--- src/rtl/loader_pkg.sv ---
// Shared definitions for the front-panel memory loader: FSM encodings,
// key bit positions and the word shown after a read timeout.
package loader_pkg;

    typedef logic [1:0] state_t;

    localparam state_t ST_IDLE  = 2'd0;
    localparam state_t ST_WRITE = 2'd1;
    localparam state_t ST_READ  = 2'd2;
    localparam state_t ST_RUN   = 2'd3;

    localparam int KEY_ADDR = 0;
    localparam int KEY_WR   = 1;
    localparam int KEY_RD   = 2;
    localparam int KEY_RUN  = 3;

    localparam logic [15:0] ERR_WORD = 16'hDEAD;

endpackage

--- src/rtl/key_edge_sync.sv ---
// Synchronizes one raw active-low push key and emits a registered
// single-cycle pulse on each press (falling edge of the synchronized level).
module key_edge_sync #(
    parameter int SYNC_STAGES = 2
) (
    input  logic clk_i,
    input  logic rst_ni,
    input  logic key_i,
    output logic press_o
);

    logic [SYNC_STAGES-1:0] sync_q;
    logic                   prev_q;
    logic                   press_q;

    // Flops reset low so the idle-high keys rise after reset and never look like a press.
    always_ff @(posedge clk_i or negedge rst_ni) begin
        if (!rst_ni) begin
            sync_q  <= '0;
            prev_q  <= 1'b0;
            press_q <= 1'b0;
        end else begin
            sync_q  <= {sync_q[SYNC_STAGES-2:0], key_i};
            prev_q  <= sync_q[SYNC_STAGES-1];
            press_q <= prev_q & ~sync_q[SYNC_STAGES-1];
        end
    end

    assign press_o = press_q;

endmodule

--- src/rtl/mem_load_ctrl.sv ---
// Front-panel loader for the main memory: set address, write/read with post-increment, hand-off to CPU.
// Define LOAD_CHECKSUM_EN to build the running checksum of written words; otherwise Checksum is 0.
module mem_load_ctrl
    import loader_pkg::*;
#(
    parameter int ADDR_W      = 16,
    parameter int DATA_W      = 16,
    parameter int SYNC_STAGES = 2,
    parameter int RD_TIMEOUT  = 15
) (
    input  logic              Clock,
    input  logic              Reset_n,
    input  logic [DATA_W-1:0] SW,
    input  logic [3:0]        Key,
    output logic [ADDR_W-1:0] MemAddr,
    output logic [DATA_W-1:0] MemWData,
    output logic              MemWE,
    output logic              MemRE,
    input  logic [DATA_W-1:0] MemRData,
    input  logic              MemValid,
    output logic              CpuGrant,
    output logic              Busy,
    output logic              Err,
    output logic [DATA_W-1:0] DispWord,
    output logic              DispSel,
    output logic [ADDR_W-1:0] WordCount,
    output logic [DATA_W-1:0] Checksum
);

    localparam int TO_W = $clog2(RD_TIMEOUT + 1);

    logic [3:0] press;

    for (genvar gi = 0; gi < 4; gi++) begin : g_key
        key_edge_sync #(.SYNC_STAGES(SYNC_STAGES)) u_sync (
            .clk_i   (Clock),
            .rst_ni  (Reset_n),
            .key_i   (Key[gi]),
            .press_o (press[gi])
        );
    end

    state_t              state_q, state_d;
    logic [ADDR_W-1:0]   addr_q, addr_d;
    logic [TO_W-1:0]     age_q, age_d;
    logic [DATA_W-1:0]   disp_q, disp_d;
    logic                sel_q, sel_d;
    logic                err_q, err_d;
    logic [ADDR_W-1:0]   wcnt_q, wcnt_d;

    always_comb begin
        state_d = state_q;
        addr_d  = addr_q;
        age_d   = age_q;
        disp_d  = disp_q;
        sel_d   = sel_q;
        err_d   = err_q;
        wcnt_d  = wcnt_q;
        case (state_q)
            ST_IDLE: begin
                // Only the highest-priority pulse of a cycle acts; the rest are dropped.
                if (press[KEY_RUN]) begin
                    state_d = ST_RUN;
                end else if (press[KEY_ADDR]) begin
                    addr_d = ADDR_W'(SW);
                    disp_d = SW;
                    sel_d  = 1'b0;
                    err_d  = 1'b0;
                end else if (press[KEY_WR]) begin
                    state_d = ST_WRITE;
                end else if (press[KEY_RD]) begin
                    state_d = ST_READ;
                    age_d   = '0;
                end
            end
            ST_WRITE: begin
                addr_d  = addr_q + ADDR_W'(1);
                wcnt_d  = (&wcnt_q) ? wcnt_q : wcnt_q + ADDR_W'(1);
                state_d = ST_IDLE;
            end
            ST_READ: begin
                if (MemValid) begin
                    disp_d  = MemRData;
                    sel_d   = 1'b1;
                    addr_d  = addr_q + ADDR_W'(1);
                    state_d = ST_IDLE;
                end else if (age_q == TO_W'(RD_TIMEOUT - 1)) begin
                    err_d   = 1'b1;
                    disp_d  = DATA_W'(ERR_WORD);
                    state_d = ST_IDLE;
                end else begin
                    age_d = age_q + TO_W'(1);
                end
            end
            ST_RUN: begin
                if (press[KEY_RUN]) begin
                    state_d = ST_IDLE;
                end
            end
            default: state_d = ST_IDLE;
        endcase
    end

    always_ff @(posedge Clock or negedge Reset_n) begin
        if (!Reset_n) begin
            state_q <= ST_IDLE;
            addr_q  <= '0;
            age_q   <= '0;
            disp_q  <= '0;
            sel_q   <= 1'b0;
            err_q   <= 1'b0;
            wcnt_q  <= '0;
        end else begin
            state_q <= state_d;
            addr_q  <= addr_d;
            age_q   <= age_d;
            disp_q  <= disp_d;
            sel_q   <= sel_d;
            err_q   <= err_d;
            wcnt_q  <= wcnt_d;
        end
    end

`ifdef LOAD_CHECKSUM_EN
    logic [DATA_W-1:0] csum_q;

    always_ff @(posedge Clock or negedge Reset_n) begin
        if (!Reset_n) begin
            csum_q <= '0;
        end else if (state_q == ST_WRITE) begin
            csum_q <= csum_q + SW;
        end
    end

    assign Checksum = csum_q;
`else
    assign Checksum = '0;
`endif

    // Strobes decode straight from state, so an async reset clears them immediately.
    assign MemWE     = (state_q == ST_WRITE);
    assign MemRE     = (state_q == ST_READ) && (age_q == '0);
    assign Busy      = (state_q == ST_WRITE) || (state_q == ST_READ);
    assign CpuGrant  = (state_q == ST_RUN);
    assign MemAddr   = Busy ? addr_q : '0;
    assign MemWData  = MemWE ? SW : '0;
    assign Err       = err_q;
    assign DispWord  = disp_q;
    assign DispSel   = sel_q;
    assign WordCount = wcnt_q;

endmodule
--- config.mk ---
export PLATFORM = sky130hd
export DESIGN_NAME = mem_load_ctrl
export DESIGN_NICKNAME = d
export VERILOG_FILES = /design/src/rtl/loader_pkg.sv /design/src/rtl/key_edge_sync.sv /design/src/rtl/mem_load_ctrl.sv
export SDC_FILE = /design/constraint.sdc
export NUM_CORES = 1
export LEC_CHECK = 0
export ABC_AREA = 0
export CORE_ASPECT_RATIO = 1.25
export CORE_MARGIN = 4
export CORE_UTILIZATION = 40
export DETAILED_ROUTE_END_ITERATION = 12
export PLACE_DENSITY = 0.71
export SKIP_CTS_REPAIR_TIMING = 1
export SLEW_MARGIN = 20
export SYNTH_ARGS = -nofsm -noshare
export SYNTH_HDL_FRONTEND = slang
export SYNTH_SLANG_ARGS = --single-unit
export TNS_END_PERCENT = 50
--- constraint.sdc ---
create_clock -name Clock -period 2.2 [get_ports Clock]
set_input_delay 0.44 -clock Clock [delete_from_list [all_inputs] [get_ports Clock]]
set_output_delay 0.44 -clock Clock [all_outputs]
set_load 0.005 [all_outputs]
==> results of run 1 <==
power breakdown:
part	internal (mW)	switching (mW)
combinational	2.31	2.01
sequential	1.75	0.439
clock	1.10	0.549
synth_stat cells, drive strengths merged (3+ instances only):
library cell and n:
dfrtp 72, nand2 41, and2 31, o21ai 28, a21oi 24, buf 21
nand3 19, clkbuf 15, o22ai 15, nand4 14, nor2b 13, ha 12
inv 12, nor2 11, xor2 11, nor4 9, mux2i 7, nor3 7
a2bb2oi 6, nand2b 5, o31ai 3, o41ai 3
sequential cells by signal, summed over array words and instances (netlist names):
name / flops
g_key.u_sync.press_o: 4
g_key.u_sync.prev_q: 4
DispWord: 16
Err: 1
DispSel: 1
WordCount: 16
age_q: 4
state_q: 2
addr_q: 16
g_key.u_sync.sync_q: 8
path summary, 6_finish.rpt:
check	from	endpoint	slack (ps)	cells after the start
worst max register to register	state_q[1]	addr_q[12]	80	9
max in group asynchronous	Reset_n	addr_q[0]	1180	3
worst min-delay path	g_key[1].u_sync.sync_q[0]	g_key[1].u_sync.sync_q[1]	350	0
worst min register to register	g_key[1].u_sync.sync_q[0]	g_key[1].u_sync.sync_q[1]	350	0
min in group asynchronous	Reset_n	WordCount[0]	450	2
worst max-delay path	state_q[1]	MemWData[1]	-60	5
final cells by class:
class | instances | area (um^2)
inverter | 12 | 45.0
clock inverter | 6 | 108
sequential | 72 | 1800
fill | 806 | 3710
tap | 126 | 158
clock buffer | 10 | 229
timing repair buffer | 148 | 1550
multi-input combinational | 306 | 1960
routing by layer:
layer  part of all wire [%]  up-vias  global-route usage [%]
met5                      0        -                       0
met4                    2.9        0                    7.98
met3                    8.7       31                    5.35
met2                     49      172                    32.6
met1                     39     1784                    26.0
li1                       -     1711                       -
logic make-up (layout without fill, tap and decap cells):
group | after synthesis | in the layout | synth area share (%)
fa+ha+maj | 12 | 12 | 3.84
xor+xnor | 13 | 13 | 2.92
flops | 72 | 72 | 46.1
buf+inv | 48 | 176 | 6.41
compound gates | 95 | 95 | 15.2
simple gates | 161 | 161 | 23.1
other cells | 1 | 16 | 0.0960
mux | 9 | 9 | 2.37
critical path, cell delays in order, from the launching register on:
cell	delay [ps]
dfrtp_1	390
inv_2	130
ha_4	170
buf_12	140
and2_1	150
clkdlybuf4s50_1	500
==> results.toml, run 1 <==
[worst_setup_path]
crit_arrival_ps = 1820
cp-start-kind = "register"
crit_type = "register to primary output"
end_kind = "primary output"
crit_fanout = 16
required_ps = 1760

[synth]
synth.top_cell.area_share_pct = 46.1
synth_flop_cell = "dfrtp_1"
synth_top_cell_by_area = "dfrtp_1"
synth_area_leaders = "dfrtp_1, and2_1, nand2_1"
syn_inst = 411
synth-edff-count = 0
synth_seq_cells = 72
synth-seq-area-share_pct = 46.1
yosysWarningCount = 0
synthesis.area_um2 = 3900
synthArstFlopShare_pct = 100
yosysUniqueCellTypes = 53
avgSynthCellArea_um2 = 9.50

[cells_and_area]
n_antenna_cell = 0
final_common_cell = "clkdlybuf4s50_1"
final_area_um2 = 5850
stdcell_count = 680
fin_util_pct = 61.2
syn2layout_area_growth_pct = 49.7
final_cell_mix = "clkdlybuf4s50_1, dfrtp_1, nand2_1"
layout.nets = 600
layout-drive-gt1-share_pct = 13.2

[die]
io_pins = 125
row_count = 40
die_h_um = 118
dieArea_um2 = 11400
start_util_pct = 40.9
dieWidth_um = 96.4
core_area_um2 = 9560

[clock_network]
clock_latency_ps = 330
clk_pin_slew_ps = 50
h-tree-depth = 3
cts_inserted_buffers = 9
cts-root-buf = "clkbuf_16"
clkSinkCount = 72
cts_tree = "done"
clk_path_buf_depth = 2

[drt]
drtIter0Drc = 218
via_per_inst = 5.44
ant_nets = 0
num_vias = 3698
firstDrtPassIters = 5
drc = 0
drt_wl_total_um = 11900
wl_per_cell_um = 17.5

[placement]
gp_routability_congestion = 0.860
hpwl_um = 8260
placed_area_um2 = 5270
portBuffers = 108
dp_slack_ps = 59.5
dp_cells = 654

[power]
vdd_drop_max_mv = 0.586
p_leak_nw = 2.86
powerDensity_nw_per_um2 = 1400
p_total_mw = 8.16

[timing]
fin_crit_sh_pct = 103
tns_ps = -275
setup_viol = 9
min_period_ps = 2260
worstMarginPinSlew_ps = 665
timing.final.ws_setup_ps = -60.5
skew_ps = 6.59
fin_hold_ws_ps = 346
fmax_mhz = 442
grt_setup_unrepaired = "true"
relSlewSlack_pct = 55.1
maxSlewViolCount = 0
hold_violations = 0

[grt]
grt_pass1_vias = 3638
grt_pass1_wl_um = 18100
grt_max_degree = 70
grt_antenna_before_repair = 0
overflow = 0
grt_usage_pct = 20.4

[hold_path]
min_path_type = "register to register"

[run_status]
violations = "negative setup slack"
outcome = "complete, but fails checks"

[run]
max-cap-violations = 0
(Power assumes the default switching activity.)
==> inputs of run 2 (changes only) <==
--- a/config.mk
+++ b/config.mk
@@ -6,11 +6,14 @@
 export NUM_CORES = 1
 export LEC_CHECK = 0
 export ABC_AREA = 0
+export CELL_PAD_IN_SITES_DETAIL_PLACEMENT = 1
+export CELL_PAD_IN_SITES_GLOBAL_PLACEMENT = 1
 export CORE_ASPECT_RATIO = 1.25
 export CORE_MARGIN = 4
-export CORE_UTILIZATION = 40
+export CORE_UTILIZATION = 36
+export CTS_BUF_LIST = sky130_fd_sc_hd__clkbuf_4 sky130_fd_sc_hd__clkbuf_8
 export DETAILED_ROUTE_END_ITERATION = 12
-export PLACE_DENSITY = 0.71
+export PLACE_DENSITY_LB_ADDON = 0.1
 export SKIP_CTS_REPAIR_TIMING = 1
 export SLEW_MARGIN = 20
 export SYNTH_ARGS = -nofsm -noshare
==> results.toml, run 2 (synthesis results as in run 1) <==
[placement]
gp_routability_congestion = 0.835
portBuffers = 108
dp_slack_ps = 75.3
placed_area_um2 = 5300
hpwl_um = 9410
dp_cells = 664

[grt]
grt_max_degree = 73
overflow = 0
gr-usage-met1_pct = 24.7
grt_busiest_layer = "met2"
grt_antenna_before_repair = 0
grt_pass1_vias = 3663
use_met3_pct = 4.87
grt_usage_pct = 19.8
grt_pass1_wl_um = 19500
grt_use_met2_pct = 33.3

[worst_setup_path]
cp-start-kind = "register"
required_ps = 1760
crit_start = "state_q[1]"
crit_arrival_ps = 1910
end_kind = "primary output"
rr_worst_depth = 7
critPathBufInv = 4
crit_chain = "inv_2, buf_6, ha_4, buf_12, and2_1, clkdlybuf4s50_1"
cp.depth = 6
max_stage_delay_ps = 500
crit_fanout = 14
crit_type = "register to primary output"
path_delay_family = "buffers and inverters"
reg2reg_from = "state_q[1]"
crit_path_top_delay_cell = "clkdlybuf4s50_1"

[run_status]
violations = "negative setup slack"
outcome = "complete, but fails checks"

[clock_network]
clkSinkCount = 72
clk_path_buf_depth = 2
cts-root-buf = "clkbuf_8"
cts_inserted_buffers = 9
clk_pin_slew_ps = 90
cts_tree = "done"
h-tree-depth = 3
clock_latency_ps = 360

[die]
row_count = 42
start_util_pct = 36.8
dieArea_um2 = 12600
core_area_um2 = 10600
dieWidth_um = 101
die_h_um = 124
io_pins = 125

[run]
max-cap-violations = 0

[timing]
min_period_ps = 2350
setup_viol = 1
grt_setup_unrepaired = "true"
worstMarginPinSlew_ps = 626
maxSlewViolCount = 0
hold_violations = 0
fmax_mhz = 425
tns_ps = -151
timing.final.ws_setup_ps = -151
skew_ps = 11.4
fin_crit_sh_pct = 107
fin_hold_ws_ps = 65.1
relSlewSlack_pct = 57.7

[cells_and_area]
fin_util_pct = 53.9
n_antenna_cell = 0
final_common_cell = "clkdlybuf4s50_1"
regArea_um2 = 1800
multi_input_area_um2 = 1960
syn2layout_area_growth_pct = 46.6
layout-drive-gt1-share_pct = 13.4
stdcell_count = 686
nFillCells = 1197
final_cell_mix = "clkdlybuf4s50_1, dfrtp_1, nand2_1"
layout.nets = 600
final_area_um2 = 5730

[drt]
via_per_inst = 5.33
firstDrtPassIters = 4
drc = 0
drtIter0Drc = 107
drt_wl_total_um = 13000
wl_per_cell_um = 19.0
ant_nets = 0
num_vias = 3659

[power]
p_total_mw = 7.59
powerDensity_nw_per_um2 = 1330
p_leak_nw = 2.95
vdd_drop_max_mv = 0.488

[hold_path]
min_path_type = "primary input to async pin"
==> run 2: changes by cell type in the layout (fill, tap and decap cells not counted), sizes merged, moves of 2 or more <==
cell,change
inv,+3
bufinv,-2
dlymetal6s2s,+8
clkdlybuf4s50,-8
==> run 2: area by class of cell <==
cell class / count / share of cell area [%]
inverter: 12 / 0.787
timing repair buffer: 148 / 27.1
tap: 132 / 2.88
multi-input combinational: 306 / 34.2
clock buffer: 9 / 2.16
sequential: 72 / 31.5
clock inverter: 7 / 1.38
==> run 2: metal layers <==
layer  wire length [um]  up-vias  share of wire [%]
met3                878       11                6.7
met1               5300     1818                 41
met5                  0        -                  0
met4                177        0                1.4
li1                   -     1711                  -
met2               6660      119                 51
==> run 2: final timing paths <==
path	endpoint	slack, ps
setup / recovery	MemWData[13]	-150
hold / removal	addr_q[6]	70
setup reg to reg	addr_q[15]	120
hold reg to reg	g_key[2].u_sync.sync_q[1]	350
max in group asynchronous	WordCount[0]	1760
min in group Clock	g_key[2].u_sync.sync_q[1]	350
==> run 2: where the power goes <==
group	switching, mW	internal, mW
sequential	0.426	1.74
combinational	2.05	2.28
clock	0.556	0.538
total	3.03	4.56
==> inputs of run 3 (changes only) <==
--- a/config.mk
+++ b/config.mk
@@ -6,14 +6,12 @@
 export NUM_CORES = 1
 export LEC_CHECK = 0
 export ABC_AREA = 0
-export CELL_PAD_IN_SITES_DETAIL_PLACEMENT = 1
-export CELL_PAD_IN_SITES_GLOBAL_PLACEMENT = 1
 export CORE_ASPECT_RATIO = 1.25
 export CORE_MARGIN = 4
-export CORE_UTILIZATION = 36
+export CORE_UTILIZATION = 40
 export CTS_BUF_LIST = sky130_fd_sc_hd__clkbuf_4 sky130_fd_sc_hd__clkbuf_8
 export DETAILED_ROUTE_END_ITERATION = 12
-export PLACE_DENSITY_LB_ADDON = 0.1
+export PLACE_DENSITY = 0.71
 export SKIP_CTS_REPAIR_TIMING = 1
 export SLEW_MARGIN = 20
 export SYNTH_ARGS = -nofsm -noshare
==> constraint.sdc (replaced) <==
create_clock -name Clock -period 2.9 [get_ports Clock]
set_input_delay 0.58 -clock Clock [delete_from_list [all_inputs] [get_ports Clock]]
set_output_delay 0.58 -clock Clock [all_outputs]
set_load 0.005 [all_outputs]
==> results.toml, run 3 (synthesis results as in run 1) <==
[grt]
grt_max_degree = 47
grt_pass1_wl_um = 17800
overflow = 0
grt_pass1_vias = 3460
grt_usage_pct = 20.1
grt_antenna_before_repair = 0

[drt]
drt_wl_total_um = 11000
firstDrtPassIters = 6
drtIter0Drc = 238
drt-met1-wl_um = 4500
wl_per_cell_um = 17.0
wl_met2_um = 5330
via_per_inst = 5.41
route.top_layer_used = "met4"
num_vias = 3510
drc = 0
wl_met3_um = 1060
ant_nets = 0

[die]
dieWidth_um = 96.4
io_pins = 125
die_h_um = 118
start_util_pct = 40.9
dieArea_um2 = 11400
row_count = 40
core_area_um2 = 9560

[placement]
hpwl_um = 8020
gp_routability_congestion = 0.895
dp_cells = 633
placed_area_um2 = 5070
portBuffers = 108

[power]
powerDensity_nw_per_um2 = 1000
p_total_mw = 5.32
switchingPower_mw = 2.10
power_frac_comb_pct = 53.9
vdd_drop_max_mv = 0.448
switching_share_pct = 39.5
power_frac_seq_pct = 30.9
power_frac_clock_pct = 15.1
intPower_mw = 3.22
p_leak_nw = 2.25

[clock_network]
clk_pin_slew_ps = 80
cts-root-buf = "clkbuf_8"
clk_path_buf_depth = 2
clock_latency_ps = 350
h-tree-depth = 3
cts_inserted_buffers = 9
clkSinkCount = 72
cts_tree = "done"

[timing]
fin_hold_ws_ps = 237
fmax_mhz = 359
setup_viol = 0
grt_setup_unrepaired = "false"
maxSlewViolCount = 0
relSlewSlack_pct = 39.0
skew_ps = 11.3
min_period_ps = 2780
fin_crit_sh_pct = 96.0
worstMarginPinSlew_ps = 914
tns_ps = 0
hold_violations = 0

[worst_setup_path]
crit_arrival_ps = 2200
cp-start-kind = "register"
rr_worst_depth = 7
rrSetupSlack_ps = 460
critPathBufInv = 4
max_stage_delay_ps = 530
crit_start = "state_q[0]"
crit_type = "register to primary output"
reg2reg_to = "age_q[3]"
critPathCapture = "MemAddr[13]"
reg2reg_from = "state_q[0]"
path_delay_family = "buffers and inverters"
crit_fanout = 23
cpMostUsedCell = "inv_1"
crit_chain = "inv_1, ha_2, buf_12, inv_1, nor2_1, clkdlybuf4s50_1"
required_ps = 2320
crit_path_top_delay_cell = "clkdlybuf4s50_1"
cp.depth = 6
end_kind = "primary output"

[cells_and_area]
final_common_cell = "clkdlybuf4s50_1"
syn2layout_area_growth_pct = 35.7
layout.nets = 570
layout-drive-gt1-share_pct = 7.27
n_antenna_cell = 0
final_cell_mix = "clkdlybuf4s50_1, dfrtp_1, nand2_1"
stdcell_count = 649
final_area_um2 = 5300

[run_status]
outcome = "completed"

[run]
max-cap-violations = 0

[hold_path]
min_path_type = "primary input to async pin"
run 3: worst min path at each step:
stage / from / end / slack [ps] / cells after the start
final: Reset_n / addr_q[14] / 240 / 1
after global routing: Reset_n / WordCount[4] / 270 / 1
after CTS: Reset_n / addr_q[14] / 240 / 1
after detailed placement: g_key[3].u_sync.sync_q[0] / g_key[3].u_sync.sync_q[1] / 340 / 0
after global placement: g_key[1].u_sync.sync_q[0] / g_key[1].u_sync.sync_q[1] / 330 / 0
after floorplan: Reset_n / DispSel / 280 / 0
run 3: cell type report:
cell class | instances | area (um^2)
Fill cell | 845 | 4260
Multi-Input combinational cell | 306 | 1920
Sequential cell | 72 | 1800
Timing Repair Buffer | 118 | 1180
Tap cell | 126 | 158
Clock buffer | 10 | 138
Clock inverter | 5 | 57.6
Inverter | 12 | 45.0
run 3: stage by stage:
stage | setup slack [ps] | utilization [%]
floorplan | 876 | -
global placement | 482 | 53.1
detailed placement | 413 | 53.1
CTS | 78.9 | 55.1
global route | 2.97 | 55.4
finish | 117 | 55.4
run 3: layer usage:
metal / track usage (%) / up-vias
met3: 5.73 / 12
met5: 0 / -
met4: 6.75 / 0
met2: 32.1 / 165
met1: 25.9 / 1686
li1: - / 1647
run 3: power by group through the flow:
stage	Combinational [mW]	Clock, mW	Sequential [mW]
finish	2.87	0.806	1.65
global route	3.17	0.872	1.70
CTS	2.79	0.831	1.64
detailed placement	2.79	0	1.66
global placement	2.72	0	1.64
floorplan	1.58	0	1.59
==> RTL change 1: new RTL, flow settings as in run 2 <==
Add a define of `LOAD_CHECKSUM_EN`.
--- a/src/rtl/mem_load_ctrl.sv
+++ b/src/rtl/mem_load_ctrl.sv
@@ -1,5 +1,7 @@
 // Front-panel loader for the main memory: set address, write/read with post-increment, hand-off to CPU.
 // Define LOAD_CHECKSUM_EN to build the running checksum of written words; otherwise Checksum is 0.
+`define LOAD_CHECKSUM_EN
+
 module mem_load_ctrl
     import loader_pkg::*;
 #(
Check against the original RTL: not equivalent (a bounded check fails within 10 cycles, from zero or initial values and one cycle with Reset_n low).
==> RTL change 1 against run 2 <==
The run ends with negative hold slack, negative setup slack left. Clock skew rose by 0.0028 ns. Combinational power increased by 37%. Cell count increased by 30%. Total power rose by 29%. Die area rose by 26%. Design area increased by 30%. Setup slack gained 0.029 ns. Area after synthesis up 28%. Routed wire length increased by 33%. Sequential cell count is 16 higher. Highest routed layer unchanged.
==> RTL change 1: results (changes against run 2) <==
metric;value;unit;change
vdd_drop_max;0.577;mV;+18%
setup_viol;1;;unchanged
bufAreaShareNonClock;27.1;%;-0.034 points
grt_max_degree;38;;-48%
worstPathMaxFanout;19;;+5
io_buffers;124;;+15%
design.seq.count;88;;+22%
nClkBuffers;11;;+2
status;finished with violations;;
synth_xor_area_share;2.80;%;-0.12 points
sh_seq_area;29.6;%;-1.8 points
grt_use_met1;27.4;%;+2.7 points
track_usage;21.1;%;+1.2 points
synth_area_per_cell;9.52;um2;+0.22%
clock_tree_area_fraction;2.47;%;-1.1 points
num-fill-cells;1568;;+31%
place_area;6940;um2;+31%
dp_slack;-0.634;ns;-0.709 ns
inv_count;16;;+4
synthTopCellsByCount;dfrtp_1, nand2_1, a21oi_1;;
r2r-start;Checksum[4];;
dp_cells;865;;+30%
grt_pass1_vias;5088;;+39%
whs;-0.000551;ns;-0.0656 ns
synth_area_leaders;dfrtp_1, ha_1, and2_1, a21oi_1, nand2_1;;
drt_iter0_markers;176;;+64%
layout-drive-gt1-share;19.7;%;+6.4 points
nNonClkBuffers;201;;+36%
fin_tns_setup;-0.122;ns;+0.0294 ns
violations;negative hold slack, negative setup slack;;
finalCoreUtilization;55.2;%;+1.3 points
hold_viol;1;;+1
final.setup.worst_slack;-0.122;ns;+0.0294 ns
synth-adder-area-share;6.65;%;+2.8 points
RTL change 1: changes by cell type in the layout (fill, tap and decap cells not counted), sizes merged, moves of 11 or more:
| cell | change |
|---|---|
| conb | -16 |
| nand2 | +15 |
| buf | +38 |
| a21oi | +19 |
| dfrtp | +16 |
| o21ai | +17 |
| ha | +13 |
| xnor2 | +11 |
RTL change 1: worst paths after layout:
| check | end | slack (ns) |
|---|---|---|
| max reg2reg | Checksum[11] | 0.08 |
| min | age_q[2] | -0.0006 |
| max | MemWData[15] | -0.12 |
| min in group Clock | g_key[2].u_sync.sync_q[1] | 0.36 |
| max in group asynchronous | WordCount[11] | 1.54 |
| min reg2reg | g_key[2].u_sync.sync_q[1] | 0.36 |
RTL change 1: power breakdown:
part / switching, mW / internal (mW)
registers: 0.567 / 2.18
logic: 2.75 / 3.20
clock network: 0.637 / 0.463
RTL change 1: layer usage:
layer  wire [um]  vias to the layer above
li1            -                     2269
met5           0                        -
met4         167                        0
met1        7660                     2369
met3         690                       12
met2        8850                       95
==> RTL change 2: new RTL, config.mk and constraints of run 2 <==
Without the edit above. `addr_q` no longer has a reset.
--- a/src/rtl/mem_load_ctrl.sv
+++ b/src/rtl/mem_load_ctrl.sv
@@ -104,7 +104,6 @@
     always_ff @(posedge Clock or negedge Reset_n) begin
         if (!Reset_n) begin
             state_q <= ST_IDLE;
-            addr_q  <= '0;
             age_q   <= '0;
             disp_q  <= '0;
             sel_q   <= 1'b0;
@@ -112,13 +111,16 @@
             wcnt_q  <= '0;
         end else begin
             state_q <= state_d;
-            addr_q  <= addr_d;
             age_q   <= age_d;
             disp_q  <= disp_d;
             sel_q   <= sel_d;
             err_q   <= err_d;
             wcnt_q  <= wcnt_d;
         end
+    end
+
+    always_ff @(posedge Clock) begin
+        addr_q <= addr_d;
     end
 
 `ifdef LOAD_CHECKSUM_EN
Function: no difference found for any inputs over 10 cycles, from zero or initial values and one cycle with Reset_n low; that may be too few to reach the edited logic, so the function may still have changed.
==> RTL change 2 against run 2 <==
The run still ends with negative setup slack left. Core utilization up 0.22 points. Count of clock-buffer cells in the layout up 1. Die area down 1.9%. Sequential power up 7%. First-iteration DRC count down 3.7%. Sequential cell count unchanged. Setup slack better by 0.070 ns. Fmax up 3.1%. Area after synthesis down 2.1%. Design area down 3.0%. Routed wire length down 14%. Hold slack better by 0.0089 ns. Total power down 4.1%. Largest cell class is now registers.
==> RTL change 2: results (changes against run 2) <==
metric;value;unit;change
dp_slack;0.122;ns;+0.0463 ns
clk_latency;0.34;ns;-0.02 ns
yosysSeqAreaShare;49.2;%;+3.1 points
worstPathMaxFanout;6;;-8
grt_antenna_before_repair;0;;unchanged
use_met3;2.31;%;-2.6 points
track_usage;17.6;%;-2.2 points
setup_viol;1;;unchanged
final_cell_count_no_fill;640;;-6.7%
synth_edf_count;16;;+16
synth_area_per_cell;10.0;um2;+5.4%
root_buffer;clkbuf_8;;
met2_usage;31.3;%;-2.0 points
nets;556;;-7.3%
wl_per_cell;17.5;um;-7.9%
grt_pass1_vias;3362;;-8.2%
drt_pre_antenna_iters;4;;unchanged
power_leakage;2.81;nW;-4.6%
clock_path_buffers;2;;unchanged
vias;3227;;-12%
async_reset_ff_share;77.8;%;-22 points
r2r.worst_path.cells;6;;-1
n_antenna_cell;0;;unchanged
slowest_delay;0.49;ns;
yosysWarnings;0;;unchanged
finalClockSkew;0.0116;ns;+0.000218 ns
violations;negative setup slack;;
worstMarginPinSlew;0.548;ns;-0.0780 ns
min_path_type;input pin to asynchronous set/reset pin;;
io_buffers;108;;unchanged
dp_hpwl;8020;um;-15%
dp_cells;620;;-6.6%
synth-main-ff-cell;dfrtp_1;;
layout-drive-gt1-share;10.8;%;-2.6 points
final.setup.worst_slack;-0.0810;ns;+0.0702 ns
synthTopCellsByCount;dfrtp_1, nand2_1, and2_1;;
ctsHtreeMaxLevel;3;;unchanged
slowest_stage;clkdlybuf4s50_1;;
grt_pass1_wl;17300;um;-11%
clk_pin_slew;0.09;ns;about the same
cts_buffers;9;;unchanged
fin_tns_setup;-0.0810;ns;+0.0702 ns
status;finished with violations;;
yosys.cell_types.count;52;;-1.9%
cp.arrival;1.84;ns;-0.07 ns
synth_area_leaders;dfrtp_1, edfxtp_1, and2_1, ha_1, nand2_1;;
grt_max_degree;41;;-44%
place_area;5120;um2;-3.2%
drt_iter0_markers;103;;-3.7%
vdd_drop_max;0.503;mV;+3.2%
cp_top_family;buffers and inverters;;
routabilityCongestion;0.770;;-7.8%
grt_use_met1;21.9;%;-2.8 points
## RTL change 2: cell type report
cell class                 count  area (um2)
clock inverter                 6        90.1
tap                          129         161
sequential                    72        1880
timing repair buffer         127        1400
fill                        1165        4700
multi-input combinational    283        1830
inverter                      13        48.8
clock buffer                  10         138
## RTL change 2: where the power goes
| part | total [mW] | switching [mW] | leakage [nW] | internal, mW |
|---|---|---|---|---|
| Sequential | 2.32 | 0.401 | 0.863 | 1.92 |
| Clock | 1.20 | 0.525 | 0.113 | 0.676 |
| Combinational | 3.76 | 1.74 | 1.83 | 2.01 |
## RTL change 2: final timing paths
| check | slack, ns | to | start |
|---|---|---|---|
| min in group Clock | 0.35 | g_key[2].u_sync.sync_q[1] | g_key[2].u_sync.sync_q[0] |
| max in group asynchronous | 1.54 | DispWord[15] | Reset_n |
| setup / recovery | -0.08 | MemWData[7] | state_q[1] |
| setup reg to reg | 0.13 | age_q[2] | state_q[1] |
| hold reg to reg | 0.35 | g_key[2].u_sync.sync_q[1] | g_key[2].u_sync.sync_q[0] |
| hold / removal | 0.07 | DispWord[4] | Reset_n |
## RTL change 2: per-layer routing
metal	up-vias	part of all wire [%]
li1	1554	-
met1	1585	42
met2	75	53
met3	13	3.7
met4	0	1.3
met5	-	0
## RTL change 2: cells by family (layout without fill, tap and decap cells)
logic type / Yosys count / in the layout / share of synthesized area (%)
multiplexers: 8 / 8 / 2.39
AO/OA/AOI/OAI: 76 / 76 / 11.7
adder cells (fa/ha/maj): 11 / 11 / 3.60
AND/OR/NAND/NOR: 151 / 151 / 22.3
buffers and inverters: 42 / 156 / 5.83
flip-flops: 72 / 72 / 49.2
XOR/XNOR: 21 / 21 / 4.81
other: 1 / 16 / 0.0981
